===== src/rtl/rvl_vio_slave_pkg.sv =====
// rvl_vio_pkg: shared encodings for the JTAG virtual-I/O responder.
// Latency: n/a (types and constants only).
// Backpressure: n/a.
// Contents: frame opcodes, control FSM states, synchronizer pin map, frame width helper.
package rvl_vio_pkg;

  // Two-bit opcode carried in the low bits of every frame.
  typedef enum logic [1:0] {
    OP_NOP   = 2'b00,
    OP_WRITE = 2'b01,
    OP_READ  = 2'b10,
    OP_PULSE = 2'b11
  } op_e;

  typedef enum logic [1:0] {
    IDLE  = 2'b00,
    SHIFT = 2'b01,
    EXEC  = 2'b10
  } state_e;

  // Synchronizer bit map. The edge-detected pins sit in the low EDGE_W bits
  // so the generic synchronizer can add its third stage to those bits only.
  localparam int PIN_W     = 7;
  localparam int EDGE_W    = 2;
  localparam int PIN_TCK   = 0;
  localparam int PIN_UPD   = 1;
  localparam int PIN_TDI   = 2;
  localparam int PIN_SHIFT = 3;
  localparam int PIN_RSTN  = 4;
  localparam int PIN_CE2   = 5;
  localparam int PIN_IPEN  = 6;

  // Frame = data field + address field + 2-bit opcode.
  function automatic int frame_w(input int data_w, input int addr_w);
    return data_w + addr_w + 2;
  endfunction

endpackage


===== src/rtl/rvl_vio_slave_if.sv =====
// rvl_vio_slave_if: jtagconn16 ER2 port bundle between the hub and a VIO responder.
// Latency: n/a (wires only).
// Backpressure: none; the host paces everything through jtck.
// Signals: jtck/jtdi/jshift/jupdate/jrstn/jce2/ip_enable hub->IP, er2_tdo IP->hub.
interface rvl_vio_slave_if;
  logic jtck;
  logic jtdi;
  logic jshift;
  logic jupdate;
  logic jrstn;
  logic jce2;
  logic ip_enable;
  logic er2_tdo;

  modport master (
    output jtck, jtdi, jshift, jupdate, jrstn, jce2, ip_enable,
    input  er2_tdo
  );

  modport slave (
    input  jtck, jtdi, jshift, jupdate, jrstn, jce2, ip_enable,
    output er2_tdo
  );
endinterface


===== src/rtl/rvl_jtag_sync.sv =====
// rvl_jtag_sync: N-bit 2-flop synchronizer; the low E bits get a third flop for rise detection.
// Latency: level outputs 2 clk after the pin; rise_o is high in the 3rd clk so its action lands on the 3rd edge.
// Backpressure: none.
// Ports: clk, reset (sync, active-high), d_i async pins, s_o synced levels of bits [N-1:E], rise_o rising edges of bits [E-1:0].
module rvl_jtag_sync #(
  parameter int N = 7,
  parameter int E = 2
) (
  input  logic         clk,
  input  logic         reset,
  input  logic [N-1:0] d_i,
  output logic [N-1:E] s_o,
  output logic [E-1:0] rise_o
);

  logic [N-1:0] s1_q;
  logic [N-1:0] s2_q;
  logic [E-1:0] s3_q;

  always_ff @(posedge clk) begin
    if (reset) begin
      s1_q <= '0;
      s2_q <= '0;
      s3_q <= '0;
    end else begin
      s1_q <= d_i;
      s2_q <= s1_q;
      s3_q <= s2_q[E-1:0];
    end
  end

  assign s_o    = s2_q[N-1:E];
  assign rise_o = s2_q[E-1:0] & ~s3_q;

endmodule


===== src/rtl/rvl_vio_slave.sv =====
// rvl_vio_slave: JTAG virtual I/O responder - host writes vout words, fires pulses, reads vin probes.
// Latency: a JTAG pin event acts on the 3rd clk edge after the pin changes; WRITE visible the clk after that.
// Backpressure: none; clk must run at >=4x jtck so no host edge is missed.
// Ports: clk, reset (sync, active-high), jtag (ER2 slave modport, carries er2_tdo),
//        vin/vout (NUM_REGS words of DATA_W, word k at [k*DATA_W +: DATA_W]), vout_pulse, frame_err (sticky).
module rvl_vio_slave
  import rvl_vio_pkg::*;
#(
  parameter int DATA_W   = 8,
  parameter int NUM_REGS = 4,
  parameter int ADDR_W   = 2
) (
  input  logic                       clk,
  input  logic                       reset,
  rvl_vio_slave_if.slave             jtag,
  input  logic [NUM_REGS*DATA_W-1:0] vin,
  output logic [NUM_REGS*DATA_W-1:0] vout,
  output logic [NUM_REGS-1:0]        vout_pulse,
  output logic                       frame_err
);

  localparam int FRAME_W = frame_w(DATA_W, ADDR_W);
  localparam int CNT_W   = $clog2(FRAME_W + 2);
  localparam logic [CNT_W-1:0] CNT_FULL = CNT_W'(FRAME_W);
  localparam logic [CNT_W-1:0] CNT_SAT  = CNT_W'(FRAME_W + 1);

  // ---------------------------------------------------------------
  // Pin synchronization (all pins oversampled in the clk domain)
  // ---------------------------------------------------------------
  logic [PIN_W-1:0]      pins;
  logic [PIN_W-1:EDGE_W] lvl_s;
  logic [EDGE_W-1:0]     rise_s;

  assign pins = {jtag.ip_enable, jtag.jce2, jtag.jrstn, jtag.jshift,
                 jtag.jtdi, jtag.jupdate, jtag.jtck};

  rvl_jtag_sync #(.N(PIN_W), .E(EDGE_W)) u_sync (
    .clk    (clk),
    .reset  (reset),
    .d_i    (pins),
    .s_o    (lvl_s),
    .rise_o (rise_s)
  );

  logic tck_rise, upd_rise, jtdi_s, jshift_s, jrstn_s, sel_s;
  logic shift_en, upd_en;

  assign tck_rise = rise_s[PIN_TCK];
  assign upd_rise = rise_s[PIN_UPD];
  assign jtdi_s   = lvl_s[PIN_TDI];
  assign jshift_s = lvl_s[PIN_SHIFT];
  assign jrstn_s  = lvl_s[PIN_RSTN];
  assign sel_s    = lvl_s[PIN_CE2] & lvl_s[PIN_IPEN];

  assign shift_en = tck_rise & sel_s & jshift_s;
  // Update outranks shift when both edges arrive together.
  assign upd_en   = upd_rise & sel_s;

  // ---------------------------------------------------------------
  // State
  // ---------------------------------------------------------------
  state_e                           state_q;
  logic [FRAME_W-1:0]               sr_q, sr_d;
  logic [CNT_W-1:0]                 cnt_q, cnt_d;
  logic                             tdo_q;
  logic [NUM_REGS-1:0][DATA_W-1:0]  vout_q;
  logic [NUM_REGS-1:0][DATA_W-1:0]  vin_w;
  logic [NUM_REGS-1:0]              pulse_q;
  logic                             ferr_q;

  // Frame fields as seen at update time.
  op_e               op_f;
  logic [ADDR_W-1:0] addr_f;
  logic [DATA_W-1:0] data_f;

  assign op_f   = op_e'(sr_q[1:0]);
  assign addr_f = sr_q[ADDR_W+1:2];
  assign data_f = sr_q[FRAME_W-1:ADDR_W+2];
  assign vin_w  = vin;

  // Shift register / bit counter next state.
  always_comb begin
    sr_d  = sr_q;
    cnt_d = cnt_q;
    if (!jrstn_s) begin
      sr_d  = '0;
      cnt_d = '0;
    end else if (upd_en) begin
      cnt_d = '0;
      // READ reloads the shifter with the probe so the next scan returns it.
      if (cnt_q == CNT_FULL && op_f == OP_READ) begin
        sr_d = {vin_w[addr_f], addr_f, OP_READ};
      end
    end else if (shift_en) begin
      sr_d = {jtdi_s, sr_q[FRAME_W-1:1]};
      if (cnt_q != CNT_SAT) begin
        cnt_d = cnt_q + 1'b1;
      end
    end
  end

  // Control FSM with registered outputs.
  always_ff @(posedge clk) begin
    if (reset) begin
      state_q <= IDLE;
      sr_q    <= '0;
      cnt_q   <= '0;
      tdo_q   <= 1'b0;
      vout_q  <= '0;
      pulse_q <= '0;
      ferr_q  <= 1'b0;
    end else begin
      sr_q    <= sr_d;
      cnt_q   <= cnt_d;
      // TDO tracks the shifter LSB from a flop so it is settled long
      // before the host samples it.
      tdo_q   <= sr_d[0];
      pulse_q <= '0;
      if (!jrstn_s) begin
        state_q <= IDLE;
      end else if (upd_en) begin
        if (cnt_q != CNT_FULL) begin
          ferr_q  <= 1'b1;
          state_q <= IDLE;
        end else begin
          state_q <= EXEC;
          case (op_f)
            OP_NOP:   ferr_q <= 1'b0;
            OP_WRITE: vout_q[addr_f] <= data_f;
            OP_READ:  ;
            OP_PULSE: pulse_q[addr_f] <= 1'b1;
          endcase
        end
      end else if (shift_en) begin
        state_q <= SHIFT;
      end else if (state_q == EXEC) begin
        state_q <= IDLE;
      end
    end
  end

  assign vout         = vout_q;
  assign vout_pulse   = pulse_q;
  assign frame_err    = ferr_q;
  assign jtag.er2_tdo = tdo_q;

endmodule


===== src/flat_wrapper.sv =====
// flat-port wrapper written by rule: the top's interface ports become plain ports
module rvl_vio_slave_flat import rvl_vio_pkg::*;
#(
  parameter int DATA_W   = 8,
  parameter int NUM_REGS = 4,
  parameter int ADDR_W   = 2
)
  (clk, reset, vin, vout, vout_pulse, frame_err, jtag_jtck, jtag_jtdi, jtag_jshift, jtag_jupdate, jtag_jrstn, jtag_jce2, jtag_ip_enable, jtag_er2_tdo);
  rvl_vio_slave_if jtag_i ();
  input  logic clk;
  input  logic reset;
  input  logic [NUM_REGS*DATA_W-1:0] vin;
  output logic [NUM_REGS*DATA_W-1:0] vout;
  output logic [NUM_REGS-1:0] vout_pulse;
  output logic frame_err;
  input wire logic [$bits(jtag_i.jtck)-1:0] jtag_jtck;
  input wire logic [$bits(jtag_i.jtdi)-1:0] jtag_jtdi;
  input wire logic [$bits(jtag_i.jshift)-1:0] jtag_jshift;
  input wire logic [$bits(jtag_i.jupdate)-1:0] jtag_jupdate;
  input wire logic [$bits(jtag_i.jrstn)-1:0] jtag_jrstn;
  input wire logic [$bits(jtag_i.jce2)-1:0] jtag_jce2;
  input wire logic [$bits(jtag_i.ip_enable)-1:0] jtag_ip_enable;
  output wire logic [$bits(jtag_i.er2_tdo)-1:0] jtag_er2_tdo;
  assign jtag_i.jtck = jtag_jtck;
  assign jtag_i.jtdi = jtag_jtdi;
  assign jtag_i.jshift = jtag_jshift;
  assign jtag_i.jupdate = jtag_jupdate;
  assign jtag_i.jrstn = jtag_jrstn;
  assign jtag_i.jce2 = jtag_jce2;
  assign jtag_i.ip_enable = jtag_ip_enable;
  assign jtag_er2_tdo = jtag_i.er2_tdo;
  rvl_vio_slave #(.DATA_W(DATA_W), .NUM_REGS(NUM_REGS), .ADDR_W(ADDR_W)) u_core (.clk(clk), .reset(reset), .jtag(jtag_i), .vin(vin), .vout(vout), .vout_pulse(vout_pulse), .frame_err(frame_err));
endmodule

===== config.mk =====
export PLATFORM = sky130hd
export DESIGN_NAME = rvl_vio_slave_flat
export DESIGN_NICKNAME = d
export VERILOG_FILES = /design/src/rtl/rvl_vio_slave_pkg.sv /design/src/rtl/rvl_vio_slave_if.sv /design/src/rtl/rvl_jtag_sync.sv /design/src/rtl/rvl_vio_slave.sv /design/src/flat_wrapper.sv
export SDC_FILE = /design/constraint.sdc
export NUM_CORES = 1
export LEC_CHECK = 0
export ABC_AREA = 1
export CAP_MARGIN = 5
export CORE_UTILIZATION = 37
export CTS_BUF_LIST = sky130_fd_sc_hd__clkbuf_2
export CTS_CLUSTER_SIZE = 12
export DETAILED_ROUTE_END_ITERATION = 6
export PLACE_DENSITY = 0.65
export SLEW_MARGIN = 20
export SYNTH_ARGS = -nofsm -noshare
export SYNTH_HDL_FRONTEND = slang
export SYNTH_SLANG_ARGS = --single-unit
export TNS_END_PERCENT = 50

===== constraint.sdc =====
create_clock -name clk -period 1.6 [get_ports clk]
set_input_delay 0.4 -clock clk [delete_from_list [all_inputs] [get_ports clk]]
set_output_delay 0.4 -clock clk [all_outputs]
set_load 0.1 [all_outputs]

* Word-level counts from Yosys, hierarchy flattened *
Index checks and enable logic that the tools add are counted.

cells by class
  $lt $le $gt $ge = 2
  add/sub/neg operators = 1
  bitwise gates (word level) = 10
  reductions and logical operators = 13
  muxes and demuxes = 12
  equal/unequal tests = 7

operators with widths
  operator               number
  $mux W12               3
  $bwmux W32             1
  $bmux W8 S2            1
  $demux W8 S2           1
  $mux W8                2
  $ne A4 B4 Y1 const B   2
  $reduce_and A2 Y1      3
  $reduce_or A5 Y1       1
  $add A4 B1 Y4 const B  1
  $and A1 B1 Y1          4
  $eq A2 B2 Y1 const B   2
  $eq A4 B4 Y1 const B   1
  $not A1 Y1             4
  $reduce_and A4 Y1      1
  $reduce_bool A2 Y1     2
  $lt A2 B3 Y1 const B   1
  $mux W1                3
  $reduce_and A3 Y1      1
  $reduce_or A3 Y1       1
  $and A2 B2 Y2          1
  $demux W1 S2           1
  $eq A2 B1 Y1 const B   1
  $ge A2 B1 Y1 const B   1
  $logic_and A1 B1 Y1    2
  4 further kinds        4

storage, ports and cells
  bits in registers = 69
  input port bits = 41
  output and inout port bits = 38

* Logic depth before layout (Yosys ltp) *
Gate-level depths: netlist of run 1.

  depth after elaboration = 6
  mapped depth = 10

* Cells and area by module *
Synthesis of run 1 repeated with hierarchy kept, for this count alone.

second synthesis, totals
  cells, all modules = 457
  area total of the unflattened synthesis = 3141.8 µm²

modules (own cells, without submodules)
  module         cells an instance  seq. area each (µm²)  times used  area each (µm²)
  rvl_vio_slave  400                1061.0                1           2622.5
  rvl_jtag_sync  57                 320.3                 1           519.2

* Least setup slack after synthesis of run 1 *
No wires, ideal clock.

  kind = register to register
  from = register u_core.jtag.er2_tdo (netlist name)
  to = register u_core.vout_q (netlist bit u_core.vout[25])
  data required time = 1487 ps
  path slack = -402 ps
  setup time = 113 ps
  stages on the path, launching flop included = 7
  arrival time = 1889 ps
  cells stage by stage = dfxtp_1 nand3_2 nor2_8 nand3b_4 buf_6 o21ai_1 nor2_1

RTL lines
  element                        RTL line              RTL
  end signal, assigned by index  rvl_vio_slave.sv:129  OP_WRITE: vout_q[addr_f] <= data_f;
  end, declared                  rvl_vio_slave.sv:66   logic [NUM_REGS-1:0][DATA_W-1:0] vout_q;

* Worst setup path after layout of run 1 *
  from = register u_core.cnt_q[1]
  to = register u_core.vout_q (netlist bit u_core.vout[15])

on the way
  cells in the longest elaborated chain, start to end = 3

RTL lines
  element                      RTL line              RTL
  start, declared              rvl_vio_slave.sv:64   logic [CNT_W-1:0] cnt_q, cnt_d;
  start signal, assigned       rvl_vio_slave.sv:114  cnt_q <= cnt_d;
  $ne A4 B4 Y1                 rvl_vio_slave.sv:122  if (cnt_q != CNT_FULL) begin
  $not A1 Y1 (no line)         n/a
  $reduce_and A4 Y1 (no line)  n/a

Every way passes these cells.
A chain may end at the register's enable or synchronous reset.

==> results by group, run 1 <==
GRT
  • Pin count of the biggest net entering global routing: 33
  • Initial antenna violation count: 0
  • Grt ovf: 0
  • GRT Util Overall: 17.5%
  • Vias in the first global route: 2830
  • Wire length of the first global-routing pass: 12400 µm

Critical path
  • Worst Reg-to-Reg Cells: 8
  • Arrival time worst endpoint: 1.99 ns
  • Critical path class: flip-flop to flip-flop
  • Bufs and invs on worst path: 2
  • Kind of end point of the critical path: flip-flop
  • Startpoint Class: flip-flop
  • CP required: 2.05 ns
  • Delay-heaviest family, CP: simple AND/OR/NAND/NOR gates
  • Critical Path Stages: 8
  • CP Max Fanout: 8
  • Crit-path max cell delay: 0.35 ns
  • Worst path cell trace: inv_1 > ha_2 > nand3_4 > nor2_8 > buf_4 > nand3_2 > o21ai_1 > nor2_1
  • Slowest cell on crit path: dfxtp_2

Floorplan
  • Core Area: 0.00868 mm²
  • I/O pins: 79
  • Initial Util: 38.1%
  • Site Rows: 34
  • DIE AREA: 0.00933 mm²
  • Die H: 96.6 µm
  • Die Wd: 96.6 µm

CTS
  • Hold_buf cts: 0
  • Htree depth: 3
  • Sink Count: 69
  • Clock-pin slew on the worst setup and hold paths: 0.22 ns
  • Clk buf depth: 2
  • Number of buffers created by CTS: 9
  • CTS tree: yes
  • Root Driver: clkbuf_2
  • Clock latency on the worst-skew pair: 0.51 ns

Power and ir drop
  • Power per cell area: 618 mW/mm²
  • NetSw: 0.713 mW
  • Internal power: 2.37 mW
  • Worst vdd ir: 0.756 mV
  • Clock power share: 37.1%
  • Flop pwr share: 56.6%
  • Total power: 3.08 mW
  • Sw Ratio: 23.2%
  • Combinational share of power: 6.3%
  • Leak pwr: 2.39 nW

Timing
  • RSZ-0062 raised after global routing: true
  • Fin Setup TNS: 0 ns
  • Rel. slew slack: 61.1%
  • Max Slew Vio Count: 0
  • Final Hold Violating Endpoints: 0
  • Minimum clock period: 1.54 ns
  • Hold Slack: 0.397 ns
  • Clk_skew: 0.0372 ns
  • Max Freq: 647 MHz
  • Setup violators final: 0
  • Worst slew pin tran: 0.581 ns
  • Tcrit/Tclk final: 96.5%

Finish
  • ANT cells: 0
  • Post-Layout Cell Count: 717
  • Share of cells above drive strength 1: 23.2%
  • Filler cells: 813
  • Area growth syn-to-layout: 50.5%
  • Final instance area: 0.00498 mm²
  • Nets: 649

Synthesis
  • Synth Instances: 503
  • Avg Cell Area, Syn: 6.58 µm²
  • Synth async-reset ratio: 0%
  • Post-synthesis sequential area ratio: 41.7%
  • Yosys cell types: 24
  • Syn nets: 547
  • Seq cells post-synth: 69
  • Synth warnings: 0
  • Top FF cell, synth: dfxtp_1
  • Post-synth EDFFs: 0
  • Post-synthesis cell area: 0.00331 mm²

Run
  • Max_cap viols: 0

Drt
  • Routed WL: 8020 µm
  • Starting DRT DRC Count: 173
  • Vias per cell: 4.44
  • Vias: 3181
  • Wirelength per Cell: 11.2 µm
  • Post-route DRC: 1
  • TritonRoute pass-1 iters: 7
  • Final ANT Viol Nets: 0

Outcome
  • Outcome: finished with violations
  • Failing checks: DRC

Placed design
  • Input/output buffers: 78
  • Placed Instances: 684
  • Post-DP HPWL: 5340 µm
  • Post-DP Area: 0.00461 mm²
  • GPL Wtd Cong: 0.756

Hold path
  • Worst min-delay path category: primary input to flip-flop
  • WHS Path Cells: 3
[layout make-up]
class                   count  area (µm²)  share of cell area (%)
inverters                 120         450                    9.04
flip-flops and latches     69        1430                    28.6
well taps                 108         135                    2.71
repair buffers            102        1370                    27.4
multi-input cells         303        1470                    29.5
clock buffers               9        45.0                   0.904
clock inverters             6        88.8                    1.78
[logic make-up after synthesis]
logic type      share of synthesized area, %
buf+inv                                 16.7
simple gates                            33.5
fa+ha+maj                               1.13
flops                                   41.7
compound gates                          6.35
xor+xnor                               0.529
[metrics by stage]
stage,util [%],setup slack (ns)
2_1_floorplan,-,0.176
3_3_place_gp,53.1,0.0606
3_5_place_dp,53.1,0.0147
4_1_cts,54.7,0.00666
5_1_grt,57.4,-0.0325
6_report,57.4,0.0554
[power by group through the flow]
stage	Clock, mW	Combinational [mW]	Sequential (mW)
final	1.14	0.195	1.74
after global routing	1.26	0.220	1.74
after CTS	1.17	0.195	1.74
after detailed placement	0	0.195	1.78
after global placement	0	0.191	1.78
after floorplan	0	0.0785	1.78
[synthesized netlist by cell type, drive strengths merged, types with 2 or more instances]
cell type,number,area (µm²)
o21ai,34,170
nor3,2,10.0
nand2,156,613
dfxtp,69,1380
clkbuf,4,15.0
inv,119,447
buf,13,88.8
ha,3,37.5
a21oi,8,40.0
nand3,28,195
nor2,62,265
[flip-flops by register name, indices dropped and copies added (netlist names)]
signal / cells
u_core.vout: 32
u_core.sr_q: 11
u_core.vout_pulse: 4
u_core.frame_err: 1
u_core.cnt_q: 4
u_core.u_sync.s2_q: 7
u_core.jtag.er2_tdo: 1
u_core.u_sync.s3_q: 2
u_core.u_sync.s1_q: 7
[timing repair]
item	in CTS	in global routing
pin swaps	0	5
setup buffers	0	12
gates cloned	0	6
gates resized for setup	1	41
endpoints found under the setup margin	1	72
[worst paths after layout]
check	start	to	slack, ns
setup / recovery	u_core.cnt_q[1]	u_core.vout[15]	0.06
setup reg to reg	u_core.cnt_q[1]	u_core.vout[15]	0.06
hold / removal	jtag_ip_enable	u_core.u_sync.s1_q[6]	0.40
hold reg to reg	u_core.u_sync.s1_q[0]	u_core.u_sync.s2_q[0]	0.41
[per-layer routing]
metal / vias up / wire length (µm) / global-route usage, %
met4: 0 / 44 / 4.90
met5: - / 0 / 0
li1: 1684 / - / -
met3: 6 / 436 / 4.77
met2: 80 / 4180 / 32.4
met1: 1411 / 3360 / 19.4
[cell usage in the layout (no fill, tap or decap), types with 6 or more instances in the layout]
master	Yosys	final
nand3_1	23	23
nand2_2	11	11
inv_1	118	118
buf_12	0	40
nand2_1	145	146
nand3_4	4	6
o21ai_1	32	30
clkdlybuf4s50_1	0	40
clkbuf_2	0	9
dfxtp_2	0	33
a21oi_1	8	8
buf_4	0	22
dfxtp_1	69	35
nor2_1	60	58
[worst register-to-register path, delay by kind of cell, from the launching register on]
| kind | cells | cell delay, ns |
|---|---|---|
| AO/OA/AOI/OAI | 1 | 0.20 |
| AND/OR/NAND/NOR | 4 | 0.53 |
| buffers and inverters | 2 | 0.23 |
| flip-flops | 1 | 0.35 |
| adder cells (fa/ha/maj) | 1 | 0.21 |
Note: power is estimated with default switching activity, not from simulation.
==> run 2: changes to the inputs <==
--- a/config.mk
+++ b/config.mk
@@ -9,5 +9,4 @@
 export CAP_MARGIN = 5
 export CORE_UTILIZATION = 37
-export CTS_BUF_LIST = sky130_fd_sc_hd__clkbuf_2
 export CTS_CLUSTER_SIZE = 12
 export DETAILED_ROUTE_END_ITERATION = 6
==> constraint.sdc (replaced) <==
create_clock -name clk -period 1.6 [get_ports clk]
set_input_delay 0.4 -clock clk [delete_from_list [all_inputs] [get_ports clk]]
set_output_delay 0.4 -clock clk [all_outputs]
set_load 0.005 [all_outputs]
==> run 2 against run 1 <==
  * The flow now finishes without violations
  * Register-to-register slack gained 0.03 ns
  * Power rose by 9.2%
  * Critical path depth decreased by 1
  * Sequential share of layout area rose by 2.3 points
  * Utilization down 5.1 points
  * Highest routed layer unchanged
  * Sequential power barely moved
==> results by group, run 2 (synthesized netlist as in run 1, its figures left out) <==
Outcome
  • Outcome: finished, final reports clean

Timing
  • Clk_skew: 0.0143 ns (-0.0228 ns)
  • Setup violators final: 0 (unchanged)
  • Max Freq: 659 MHz (+1.8%)
  • Rel. slew slack: 75.7% (+15 points)
  • Final Hold Violating Endpoints: 0 (unchanged)
  • Tcrit/Tclk final: 94.8% (-1.7 points)
  • Fin Setup TNS: 0 ns (unchanged)
  • Minimum clock period: 1.52 ns (-0.0278 ns)
  • Max Slew Vio Count: 0 (unchanged)
  • RSZ-0062 raised after global routing: true
  • Worst slew pin tran: 0.364 ns (-0.217 ns)

Critical path
  • Critical path class: flip-flop to flip-flop
  • CP Max Fanout: 16 (+8)
  • R2R setup slack: 0.08 ns (+0.03 ns)
  • RR Endpoint: u_core.vout[29]
  • Arrival time worst endpoint: 1.75 ns (-0.24 ns)
  • Worst Reg-to-Reg Cells: 7 (-1)
  • Critical R2R Launch: u_core.cnt_q[1]
  • Startpoint Class: flip-flop
  • Kind of end point of the critical path: flip-flop
  • CP required: 1.83 ns (-0.22 ns)

Power and ir drop
  • Worst vdd ir: 0.591 mV (-22%)
  • Power per cell area: 741 mW/mm² (+20%)
  • Leak pwr: 2.67 nW (+12%)
  • Total power: 3.36 mW (+9.2%)

GRT
  • Initial antenna violation count: 0 (unchanged)
  • GRT Util Overall: 17.1% (-0.32 points)
  • Wire length of the first global-routing pass: 12200 µm (-2.0%)
  • Grt ovf: 0 (unchanged)
  • Vias in the first global route: 2784 (-1.6%)
  • Pin count of the biggest net entering global routing: 33 (unchanged)

Finish
  • ANT cells: 0 (unchanged)
  • Share of cells above drive strength 1: 11.3% (-12 points)
  • Area growth syn-to-layout: 37.1%
  • Most common cell after layout, fill and taps aside: nand2_1
  • Filler cells: 876 (+7.7%)
  • Nets: 633 (-2.5%)
  • Max reg flops: 32 (unchanged)
  • Most frequent cells in the layout: nand2_1 (145), inv_1 (118), nor2_1 (60)
  • Final instance area: 0.00454 mm² (-8.9%)

Floorplan
  • Initial Util: 38.1% (unchanged)
  • Die H: 96.6 µm (unchanged)
  • I/O pins: 79 (unchanged)
  • Site Rows: 34 (unchanged)
  • Die Wd: 96.6 µm (unchanged)
  • DIE AREA: 0.00933 mm² (unchanged)
  • Core Area: 0.00868 mm² (unchanged)

Hold path
  • Worst min-delay path category: flip-flop to flip-flop
  • Hold Crit Start: u_core.u_sync.s1_q[0]
  • Hold Crit Endpoint: u_core.u_sync.s2_q[0]
  • WHS Path Cells: 2 (-1)

Drt
  • Routed WL: 7380 µm (-8.0%)
  • Starting DRT DRC Count: 123 (-29%)
  • Vias: 2999 (-5.7%)
  • Final ANT Viol Nets: 0 (unchanged)
  • Wirelength per Cell: 10.5 µm (-6.0%)
  • Post-route DRC: 0 (-1)
  • Vias per cell: 4.27 (-3.7%)
  • TritonRoute pass-1 iters: 4 (-3)

Placed design
  • GPL Wtd Cong: 0.763 (+0.85%)
  • Input/output buffers: 78 (unchanged)
  • Post-DP Area: 0.00425 mm² (-7.9%)
  • Post-DP HPWL: 5270 µm (-1.4%)

CTS
  • Htree depth: 3 (unchanged)
  • Sink Count: 69 (unchanged)
  • Clock-pin slew on the worst setup and hold paths: 0.07 ns (-0.15 ns)
  • Root Driver: clkbuf_8
  • CTS tree: yes
  • Clock latency on the worst-skew pair: 0.35 ns (-0.16 ns)
  • Clk buf depth: 2 (unchanged)
  • Number of buffers created by CTS: 9 (unchanged)

Run
  • Max_cap viols: 0 (unchanged)
-- run 2: cell count changes in the layout (fill, tap and decap cells not counted), moves of 2 or more --
cell            change
nor2_1              +2
dlygate4sd2_1      +13
nor2_2              -2
clkbuf_2            -9
buf_12             -38
buf_4              -10
clkbuf_8           +10
dfxtp_1            +19
dfxtp_2            -19
dlymetal6s2s_1     +25
nand3_4             -2
-- run 2: critical path: stages (launching register included) --
cell      delay, ns
dfxtp_1        0.34
inv_1          0.08
ha_1           0.19
nand3_4        0.13
nor2_8         0.20
nand3b_4       0.23
o21ai_1        0.19
nor2_1         0.05
-- run 2: area by class of cell --
cell class / count / area (µm²) / area share (%)
clock inverter: 5 / 60.1 / 1.32
inverter: 120 / 450 / 9.93
sequential: 69 / 1400 / 30.9
clock buffer: 11 / 141 / 3.12
timing repair buffer: 92 / 957 / 21.1
tap: 108 / 135 / 2.98
multi-input combinational: 297 / 1390 / 30.7
-- run 2: report_power, final --
group | internal, mW | switching (mW) | total (mW)
registers | 1.73 | 0.00608 | 1.74
logic | 0.122 | 0.0718 | 0.194
clock network | 0.765 | 0.665 | 1.43
-- run 2: what timing repair did --
action,CTS,global route
buffers inserted,1,0
gates resized for setup,29,29
setup endpoints to repair,24,60
cloned,0,0
pin swaps,0,1
hold buffers,0,0
-- run 2: metal layers --
metal  track usage (%)  part of all wire, %
met1              19.3                   46
met2              31.2                   49
met3              4.30                  3.8
met4              6.13                  1.0
met5                 0                    0
-- run 2: metrics by stage --
stage	hold slack, ns	instances	utilization, %	setup slack, ns
3_5_place_dp	0.396	685	48.9	0.00775
2_1_floorplan	0.388	503	-	0.179
5_1_grt	0.418	702	52.3	-0.0197
3_3_place_gp	0.393	685	48.9	0.0687
6_report	0.406	702	52.3	0.0832
4_1_cts	0.407	702	51.4	0.000412
-- run 2: worst max path at each step --
stage                     cells after the start       startpoint                    to
after floorplan                               8  u_core.cnt_q[0]       u_core.vout[25]
after global placement                        7            reset  u_core.vout_pulse[1]
after detailed placement                      7            reset  u_core.vout_pulse[3]
after CTS                                     1   u_core.vout[3]               vout[3]
after global routing                          7  u_core.cnt_q[1]       u_core.vout[30]
final                                         7  u_core.cnt_q[1]       u_core.vout[29]
==> run 3: changes to the inputs <==
Settings changed: CORE_UTILIZATION 37 to 35, PLACE_DENSITY 0.65 to 0.63.
==> run 3 against run 2 <==
  * Critical path depth decreased by 6
  * Clock power is 22% higher
  * First-iteration DRC count is 9.8% higher
  * Combinational power about the same
  * Largest power group is now clock
==> results by group, run 3 (synthesized netlist as in run 1, its figures left out) <==
CTS
  • Sink Count: 69 (unchanged)
  • Number of buffers created by CTS: 9 (unchanged)
  • Clk buf depth: 2 (unchanged)
  • Clock latency on the worst-skew pair: 0.36 ns (about the same)
  • CTS tree: yes
  • Clock-pin slew on the worst setup and hold paths: 0.08 ns (about the same)
  • Root Driver: clkbuf_8
  • Htree depth: 3 (unchanged)

Finish
  • Max reg flops: 32 (unchanged)
  • Nets: 644 (+1.7%)
  • Most frequent cells in the layout: nand2_1 (143), inv_1 (118), nor2_1 (59)
  • Share of cells above drive strength 1: 15.0% (+3.8 points)
  • Most common cell after layout, fill and taps aside: nand2_1
  • Filler cells: 918 (+4.8%)
  • Final core occ: 51.1% (-1.1 points)
  • Sequential cell area: 0.00141 mm² (+0.71%)
  • Area of the multi-input gates: 0.00147 mm² (+5.8%)
  • Area growth syn-to-layout: 42.1%
  • Post-Layout Cell Count: 716 (+2.0%)
  • ANT cells: 0 (unchanged)

Floorplan
  • Die Wd: 99.3 µm (+2.8%)
  • Die H: 99.3 µm (+2.8%)
  • DIE AREA: 0.00985 mm² (+5.6%)
  • Initial Util: 36.0% (-2.1 points)
  • Core Area: 0.00920 mm² (+6.0%)
  • Site Rows: 35 (+2.9%)
  • I/O pins: 79 (unchanged)

Drt
  • Starting DRT DRC Count: 135 (+9.8%)
  • Routed WL: 7970 µm (+8.0%)
  • Final ANT Viol Nets: 0 (unchanged)
  • Vias: 3137 (+4.6%)
  • Routed length on met3: 412 µm (+46%)
  • TritonRoute pass-1 iters: 5 (+1)
  • Post-route DRC: 0 (unchanged)
  • Vias per cell: 4.38 (+2.6%)
  • Wirelength per Cell: 11.1 µm (+5.9%)
  • DR WL met2: 3890 µm (+7.3%)
  • Top layer in use: met4
  • Met1 WL: 3510 µm (+3.3%)

Power and ir drop
  • NetSw: 0.747 mW (+0.44%)
  • Sw Ratio: 20.3% (-1.8 points)
  • Flop pwr share: 47.3% (-4.4 points)
  • Clock power share: 47.5% (+5.0 points)
  • Internal power: 2.93 mW (+12%)
  • Leak pwr: 2.76 nW (+3.2%)
  • Worst vdd ir: 0.571 mV (-3.4%)
  • Power per cell area: 782 mW/mm² (+5.5%)
  • Combinational share of power: 5.3% (-0.5 points)

Hold path
  • Worst min-delay path category: flip-flop to flip-flop
  • Hold Crit Start: u_core.u_sync.s1_q[4]

Critical path
  • Critical R2R Launch: u_core.cnt_q[1]
  • Crit-path max cell delay: 0.49 ns (+0.15 ns)
  • Critical path class: flip-flop to output port
  • Bufs and invs on worst path: 1 (unchanged)
  • Kind of end point of the critical path: output port
  • Startpoint Class: flip-flop
  • CP required: 1.20 ns (-0.63 ns)
  • Arrival time worst endpoint: 1.17 ns (-0.58 ns)
  • Slowest cell on crit path: clkdlybuf4s50_1
  • Worst path cell trace: clkdlybuf4s50_1
  • Critical Path Source: u_core.vout[18]
  • Delay-heaviest family, CP: buffers and inverters
  • CP Max Fanout: 2 (-14)

GRT
  • GRT Util Overall: 15.7% (-1.5 points)
  • Grt ovf: 0 (unchanged)
  • Initial antenna violation count: 0 (unchanged)
  • Wire length of the first global-routing pass: 12100 µm (-0.34%)
  • Pin count of the biggest net entering global routing: 33 (unchanged)
  • Vias in the first global route: 2741 (-1.5%)

Timing
  • Worst slew pin tran: 0.567 ns (+0.203 ns)
  • Max Freq: 637 MHz (-3.4%)
  • Tcrit/Tclk final: 98.1% (+3.3 points)
  • Max Slew Vio Count: 0 (unchanged)
  • Clk_skew: 0.0103 ns (-0.00401 ns)
  • Setup violators final: 0 (unchanged)
  • Minimum clock period: 1.57 ns (+0.0528 ns)
  • Final Hold Violating Endpoints: 0 (unchanged)
  • RSZ-0062 raised after global routing: true
  • Rel. slew slack: 62.1% (-14 points)

Outcome
  • Outcome: finished, final reports clean

Placed design
  • Post-DP HPWL: 5250 µm (-0.37%)
  • GPL Wtd Cong: 0.780 (+2.3%)
  • Input/output buffers: 78 (unchanged)
  • Placed Instances: 689 (+0.58%)

Run
  • Max_cap viols: 0 (unchanged)
[run 3: power by group through the flow]
| stage | clock network [mW] | registers, mW | logic [mW] |
|---|---|---|---|
| finish | 1.75 | 1.74 | 0.194 |
| global route | 1.87 | 1.74 | 0.218 |
| CTS | 1.78 | 1.74 | 0.194 |
| detailed placement | 0 | 1.78 | 0.194 |
| global placement | 0 | 1.78 | 0.192 |
| floorplan | 0 | 1.78 | 0.0785 |
[run 3: repair_timing]
item	CTS	global route
buffers inserted	0	6
pin swaps	0	5
hold buffers	0	0
resized for setup	32	41
cloned	0	5
setup endpoints to repair	26	64
[run 3: final timing paths]
check	endpoint	slack [ns]	cells past startpoint
setup / recovery	vout[18]	0.03	1
hold / removal	u_core.u_sync.s2_q[4]	0.40	2
hold reg to reg	u_core.u_sync.s2_q[4]	0.40	2
setup reg to reg	u_core.vout[30]	0.08	8
[run 3: metrics by stage]
| stage | power, mW | cell area (µm²) | hold slack [ns] | TNS, ns | worst slack, ns |
|---|---|---|---|---|---|
| 6_report | 3.68 | 4700 | 0.404 | 0 | 0.0304 |
| 5_1_grt | 3.83 | 4700 | 0.426 | -0.154 | -0.0204 |
| 4_1_cts | 3.72 | 4490 | 0.405 | 0 | 0.000655 |
| 3_5_place_dp | 1.97 | 4230 | 0.395 | 0 | 0.0339 |
| 3_3_place_gp | 1.97 | 4230 | 0.390 | 0 | 0.0701 |
| 2_1_floorplan | 1.86 | 3310 | 0.388 | 0 | 0.179 |
[run 3: layout make-up]
| class | count | area share (%) |
|---|---|---|
| clock buffer | 10 | 2.93 |
| clock inverter | 6 | 2.31 |
| inverter | 120 | 9.58 |
| multi-input combinational | 302 | 31.3 |
| sequential | 69 | 30.0 |
| tap | 111 | 2.95 |
| timing repair buffer | 98 | 20.9 |
[run 3: worst reg2reg max path, delay by kind of cell (launching register included)]
kind | cells | cell delay (ns)
DFF | 1 | 0.34
and+or+nand+nor | 4 | 0.49
adders and majority gates | 1 | 0.19
AOI/OAI and AO/OA | 1 | 0.15
buffers and inverters | 2 | 0.25
[run 3: routing by layer]
| layer | global-route usage, % | up-vias |
|---|---|---|
| met2 | 27.8 | 75 |
| li1 | - | 1665 |
| met5 | 0 | - |
| met3 | 4.01 | 13 |
| met4 | 7.47 | 0 |
| met1 | 17.6 | 1384 |
